<file path="src/rtl/alu_issue_ctrl.sv">
// alu_issue_ctrl: single-issue controller sequencing read, execute and writeback.
// Optional: define ALU_ISSUE_TIMEOUT_EN to abort a stalled ALU after 16 WAIT cycles.
module alu_issue_ctrl (
    input  logic        clk,
    input  logic        rst,
    input  logic        iss_valid,
    output logic        iss_ready,
    input  logic [2:0]  opcode,
    input  logic [3:0]  fcode,
    input  logic [4:0]  shamt,
    input  logic [21:0] imm,
    output logic        rf_rd_en,
    input  logic [31:0] rsData,
    input  logic [31:0] rtData,
    output logic        alu_go,
    output logic [31:0] alu_inp1,
    output logic [31:0] alu_inp2,
    output logic [3:0]  alu_fn,
    input  logic        alu_done,
    input  logic [31:0] alu_result,
    output logic        wb_en,
    output logic [31:0] wb_data,
    output logic        err
);

    typedef enum logic [2:0] {
        IDLE, READ, EXEC, WAIT, WB
    } state_t;

    state_t      state_q, state_d;
    logic        opi_q, opi_d;
    logic [3:0]  fcode_q, fcode_d;
    logic [4:0]  shamt_q, shamt_d;
    logic [21:0] imm_q, imm_d;
    logic [31:0] inp1_q, inp1_d;
    logic [31:0] inp2_q, inp2_d;
    logic [3:0]  fn_q, fn_d;
    logic [31:0] wbd_q, wbd_d;
    logic        err_q, err_d;
    logic        shift_imm;
`ifdef ALU_ISSUE_TIMEOUT_EN
    logic [4:0]  cnt_q, cnt_d;
`endif

    // Shift-by-immediate functions take shamt in place of rt.
    assign shift_imm = (fcode_q == 4'd4) || (fcode_q == 4'd5) ||
                       (fcode_q == 4'd8);

    // Next-state and strobe decode; operands are visible during EXEC.
    always_comb begin
        state_d   = state_q;
        opi_d     = opi_q;
        fcode_d   = fcode_q;
        shamt_d   = shamt_q;
        imm_d     = imm_q;
        inp1_d    = inp1_q;
        inp2_d    = inp2_q;
        fn_d      = fn_q;
        wbd_d     = wbd_q;
        err_d     = 1'b0;
        iss_ready = 1'b0;
        rf_rd_en  = 1'b0;
        alu_go    = 1'b0;
        wb_en     = 1'b0;
`ifdef ALU_ISSUE_TIMEOUT_EN
        cnt_d     = 5'd0;
`endif
        unique case (state_q)
            IDLE: begin
                iss_ready = 1'b1;
                if (iss_valid) begin
                    opi_d   = opcode[0];
                    fcode_d = fcode;
                    shamt_d = shamt;
                    imm_d   = imm;
                    if (opcode[2:1] == 2'b00) begin
                        state_d = READ;
                    end else begin
                        err_d = 1'b1;
                    end
                end
            end
            READ: begin
                rf_rd_en = 1'b1;
                state_d  = EXEC;
            end
            EXEC: begin
                alu_go = 1'b1;
                inp1_d = rsData;
                if (opi_q) begin
                    inp2_d = {{10{imm_q[21]}}, imm_q};
                    fn_d   = 4'd0;
                end else begin
                    inp2_d = shift_imm ? {27'b0, shamt_q} : rtData;
                    fn_d   = fcode_q;
                end
                state_d = WAIT;
            end
            WAIT: begin
                if (alu_done) begin
                    wbd_d   = alu_result;
                    state_d = WB;
                end
`ifdef ALU_ISSUE_TIMEOUT_EN
                else if (cnt_q == 5'd15) begin
                    err_d   = 1'b1;
                    state_d = IDLE;
                end else begin
                    cnt_d = cnt_q + 5'd1;
                end
`endif
            end
            WB: begin
                wb_en   = 1'b1;
                state_d = IDLE;
            end
            default: state_d = IDLE;
        endcase
    end

    assign alu_inp1 = inp1_d;
    assign alu_inp2 = inp2_d;
    assign alu_fn   = fn_d;
    assign wb_data  = wbd_q;
    assign err      = err_q;

    // State and datapath registers; reset abandons any in-flight op.
    always_ff @(posedge clk or negedge rst) begin
        if (!rst) begin
            state_q <= IDLE;
            opi_q   <= 1'b0;
            fcode_q <= 4'd0;
            shamt_q <= 5'd0;
            imm_q   <= 22'd0;
            inp1_q  <= 32'd0;
            inp2_q  <= 32'd0;
            fn_q    <= 4'd0;
            wbd_q   <= 32'd0;
            err_q   <= 1'b0;
        end else begin
            state_q <= state_d;
            opi_q   <= opi_d;
            fcode_q <= fcode_d;
            shamt_q <= shamt_d;
            imm_q   <= imm_d;
            inp1_q  <= inp1_d;
            inp2_q  <= inp2_d;
            fn_q    <= fn_d;
            wbd_q   <= wbd_d;
            err_q   <= err_d;
        end
    end

`ifdef ALU_ISSUE_TIMEOUT_EN
    // WAIT-cycle counter for the stalled-ALU abort.
    always_ff @(posedge clk or negedge rst) begin
        if (!rst) begin
            cnt_q <= 5'd0;
        end else begin
            cnt_q <= cnt_d;
        end
    end
`endif

endmodule

</file>
<file path="config.mk">
export PLATFORM = sky130hd
export DESIGN_NAME = alu_issue_ctrl
export DESIGN_NICKNAME = d
export VERILOG_FILES = /design/src/rtl/alu_issue_ctrl.sv
export SDC_FILE = /design/constraint.sdc
export NUM_CORES = 1
export LEC_CHECK = 0
export ABC_AREA = 1
export CAP_MARGIN = 25
export CORE_MARGIN = 2
export CORE_UTILIZATION = 25
export CTS_BUF_LIST = sky130_fd_sc_hd__clkbuf_8
export DETAILED_ROUTE_END_ITERATION = 6
export PLACE_DENSITY = 0.51
export REMOVE_ABC_BUFFERS = 1
export SLEW_MARGIN = 30
export SYNTH_ARGS = -nofsm -noshare
export SYNTH_HDL_FRONTEND = slang
export SYNTH_SLANG_ARGS = --single-unit
</file>
<file path="constraint.sdc">
create_clock -name clk -period 2.7 [get_ports clk]
set_input_delay 0.675 -clock clk [delete_from_list [all_inputs] [get_ports clk]]
set_output_delay 0.675 -clock clk [all_outputs]
set_load 0.03 [all_outputs]
</file>
# Word-level counts from Yosys, hierarchy flattened
# Cells that the tools add are included.
dict set report totals {
  mem_bits_rw 0
  romBits 0
  latch_bits 0
  out_inout_bits 105
  wordCells 44
  memories 0
  ff_bits 136
}
dict set report op_classes {
  shifts 0
  n_mul 0
  muxes 17
  addsub 0
  n_bitwise 0
  n_reduce_logical 7
  n_lt_le_gt_ge 0
  n_div 0
  n_eq_ne 10
}
# cell n
set ops {}
lappend ops {{2-to-1 mux 32 bit} 4}
lappend ops {{one-hot mux 3 bit (4 select lines)} 1}
lappend ops {{2-to-1 mux 3 bit} 3}
lappend ops {{== test 4 x 3 -> 1 bit, second input constant} 2}
lappend ops {{2-to-1 mux 4 bit} 2}
lappend ops {{2-to-1 mux 1 bit} 7}
lappend ops {{== test 3 x 2 -> 1 bit, second input constant} 2}
lappend ops {{inequality test 2 bit, second input constant} 3}
lappend ops {{== test 4 bit, second input constant} 1}
lappend ops {{AND reduction 2 bit} 2}
lappend ops {{== test 3 x 1 -> 1 bit, second input constant} 1}
lappend ops {{== test 3 bit, second input constant} 1}
lappend ops {{logical NOT 3 bit} 1}
lappend ops {{AND reduction 3 bit} 1}
lappend ops {{logical NOT 2 bit} 1}
lappend ops {{logical OR 1 bit} 2}

# Logic depth before layout (Yosys ltp)
dict set report logic_depth {
  depth_word 6
  depth_mapped 9
  depth_no_buf 8
}

# Worst setup path before layout
# No wires, ideal clock.
dict set report synth_path {
  kind {register to output}
  from {register state_q[2]}
  to {output alu_fn[0]}
  path_slack_ns 0.364
  stages_incl_launch_ff 5
  t_arrival_ns 1.661
  cell_sequence {dfrtp_1 -> nor2_2 -> nand2_2 -> clkbuf_1 -> o31ai_1}
}
dict set report synth_via {
  elab_chain_len 2
}
# item line
set synth_rtl {}
lappend synth_rtl {{from (decl)} 30} ;# state_t state_q, state_d;
lappend synth_rtl {{from (signal assigned)} 141} ;# state_q <= state_d;
lappend synth_rtl {{== test 3 x 2 -> 1 bit} 68} ;# unique case (state_q)
lappend synth_rtl {{2-to-1 mux 4 bit} 68}
lappend synth_rtl {{to (decl)} 18} ;# output logic [3:0] alu_fn,
# No other way between the ends.

# Final worst setup path
dict set report layout_path {
  from {register state_q[0]}
  to {output alu_inp2[17]}
}
dict set report layout_via {
  elab_chain_len 2
}
# item line
set layout_rtl {}
lappend layout_rtl {{== test 3 x 2 -> 1 bit} 68}
lappend layout_rtl {{2-to-1 mux 32 bit} 68}
lappend layout_rtl {{to (decl)} 17} ;# output logic [31:0] alu_inp2,
# No other way between the ends.

==> results.tsv <==
metric	value	unit
status	complete, no violations	
crit share post-route	95.39	%
WP buf/inv	2	
Switch Pwr	6.030	mW
P_leak	4.190	nW
Int Pwr	6.478	mW
Synth Cell Area	0.005513	sq mm
Final GP Congestion	0.7520	
largest net degree at the start of global routing	57	
DR WL/cell	15.65	um
wl on met1	8375	um
Netlist cell types	20	
post-synthesis cell count	635	
I/O pin cnt	239	
clock network power share	13.1	%
Net Sw Frac	48.21	%
CORE AREA	0.02176	sq mm
Max Cap Violations	0	
Final Skew	15.11	ps
sequential share of the synthesized area	61.73	%
CTS Sinks	136	
maximum vdd ir drop	0.0006009	V
Combinational Power Share	59.5	%
Synth warnings	0	
aggregate global routing overflow	0	
GR Util All Layers	15.90	%
uppermost routed layer	met4	
# diodes	0	
Final Hold Viols	0	
Hold Worst Slack	200.6	ps
Fin Setup TNS	0	ps
CTS buffer count	17	
minimum clock period	2575	ps
Area Growth Syn to Fin	57.10	%
Via density	4.312	
Setup WS pre-CTS	244.6	ps
Crit. End Element	primary output	
routed length on met3	1398	um
Cell Chain, Critical Path	nor2_4 -> nand2_8 -> buf_12 -> a21oi_1 -> a21oi_2 -> buf_4	
Max stage delay cell, worst path	dfrtp_1	
DRT iter0 DRCs	204	
dominant synthesized flop cell	dfrtp_1	
later-pin clock latency in the skew report	450	ps
# port buffers	238	
Flop pwr share	27.4	%
Root Buffer	clkbuf_8	
share of cells above drive strength 1	17.11	%
FP Rows	54	
crit path max fanout	41	
nets@finish	1015	
Worst-path clk slew	90	ps
first-pass GRT wire length	29080	um
DRT Wirelength	18380	um
DRC viols	0	
Max Clock Freq	388.3	MHz
Top delay family on crit path	flip-flops	
vias in the first global route	5108	
H-tree Lvls	4	
critical path arrival	1900	ps
endpoints failing setup	0	
number of enable flip-flop cells after synthesis	0	
DIE HEIGHT	152.5	um
final worst slack	124.6	ps
top post-synthesis cells by area	dfrtp_1 62%, nand2_1 19%, nand3_1 6.0%	
initial core utilization	25.34	%
Initial DRT Pass Iterations	4	
Max Slew Vio Count	0	
CP startpoint kind	flop	
DR vias	5062	
Synth top area share	61.73	%
Async SR Flop Fraction	100.0	%
cell taking the most area after synthesis	dfrtp_1	
Fillers	2272	
worst min-delay path class	in -> async	
max incr delay on CP	430	ps
Worst EP required	2030	ps
Setup CP Type	reg -> out	
worst slew pin tran	576.0	ps
dpl hpwl	12400	um
Seq cells post-synth	136	
Post-DRT Antenna Nets	0	
Power Density	1444	mW/mm^2
Max Buffers Root-to-Sink	2	
die width	152.5	um
met2 WL	8399	um
cell with the most instances after synthesis	nand2_1	
die area	0.02325	sq mm
Rel. slew slack	61.60	%
CTS tree	built	
initial antenna violation count	0	
syn_area_per_cell	8.682	sq um
synth cell count leaders	283 x nand2_1, 136 x dfrtp_1, 66 x nand3_1	
==> repair_timing <==
action / 4_1_cts / 5_1_grt
setup endpoints to repair: 66 / 50
gates cloned: 1 / 0
endpoints found under the hold margin: 0 / 0
pin swaps: 0 / 2
setup buffers: 0 / 5
gates resized for setup: 16 / 13
hold buffers: 0 / 0
==> cell type report <==
| type | instances | area, sq um | area share (%) |
|---|---|---|---|
| Inverter | 8 | 37.54 | 0.4334 |
| Multi-Input combinational cell | 453 | 1959 | 22.62 |
| Clock inverter | 14 | 125.1 | 1.445 |
| Tap cell | 280 | 350.3 | 4.045 |
| Sequential cell | 136 | 3406 | 39.32 |
| Clock buffer | 18 | 247.7 | 2.860 |
| Timing Repair Buffer | 265 | 2535 | 29.27 |
==> state kept, by name (all words and copies together), names as in the netlist <==
signal	cells
err	1
state_q	3
imm_q	22
shamt_q	5
fcode_q	4
fn_q	4
inp2_q	32
opi_q	1
wb_data	32
inp1_q	32
==> cell families (layout without fill, tap and decap cells) <==
family	after synthesis	in the layout	share of synthesized area, %
AOI/OAI and AO/OA	53	53	5.016
buffers and inverters	46	305	4.063
DFF	136	136	61.73
and+or+nand+nor	400	400	29.19
==> final timing paths <==
kind	from	endpoint	slack [ps]	cells past startpoint
worst max-delay path	state_q[0]	alu_inp2[17]	120	6
worst min-delay path	rst	imm_q[0]	200	1
worst max register to register	state_q[0]	imm_q[11]	610	8
worst min register to register	imm_q[10]	imm_q[10]	480	2
max in group asynchronous	rst	inp2_q[30]	1800	2
min in group clk	imm_q[10]	imm_q[10]	480	2
==> layer usage <==
layer  up-vias  track usage (%)
li1       2518                -
met1      2359            21.24
met2       170            24.75
met3        15            5.745
met4         0            3.836
met5         -                0
==> per-stage QoR <==
stage | instance area [sq um] | total power [mW] | utilization (%) | cells
floorplan | 5319 | 7.480 | - | 597
global placement | 8113 | 10.63 | 37.29 | 1136
detailed placement | 8113 | 10.64 | 37.29 | 1136
CTS | 8579 | 12.53 | 39.44 | 1169
global route | 8661 | 13.34 | 39.81 | 1174
finish | 8661 | 12.51 | 39.81 | 1174
==> worst reg2reg max path, stage by stage (launching register included) <==
cell and delay (ps):
dfrtp_1 430, nor2_4 200, inv_2 80, nor2_4 80, buf_4 350, nand2_2 410
buf_4 320, nand2_1 60, nand2_1 50
==> placed cells by master, fill, tap and decap left out, types with 2 or more instances in the layout <==
cell             netlist  final
nand2_1              283    282
clkdlybuf4s50_1        0    166
dfrtp_1              136    134
buf_4                  0     87
nand3_1               66     66
nor2_1                43     43
a21oi_1               47     37
clkbuf_8               0     18
a21oi_2                1     11
buf_12                 0      7
inv_1                  5      6
clkinvlp_4             0      5
inv_6                  0      4
nor2_4                 1      2
o31ai_2                0      2
inv_2                  3      2
nand2_2                3      2
clkinv_2               0      2
buf_6                  3      2
dfrtp_2                0      2
dlymetal6s2s_1         0      2
==> power groups by stage <==
stage                     sequential [mW]  clock (mW)  combinational [mW]
after floorplan                      3.82           0                3.66
after global placement               3.43           0                7.21
after detailed placement             3.43           0                7.21
after CTS                            3.42        1.71                7.41
after global routing                 3.53        1.79                8.02
final                                3.42        1.64                7.44
Note: power is estimated with default switching activity, not from simulation.
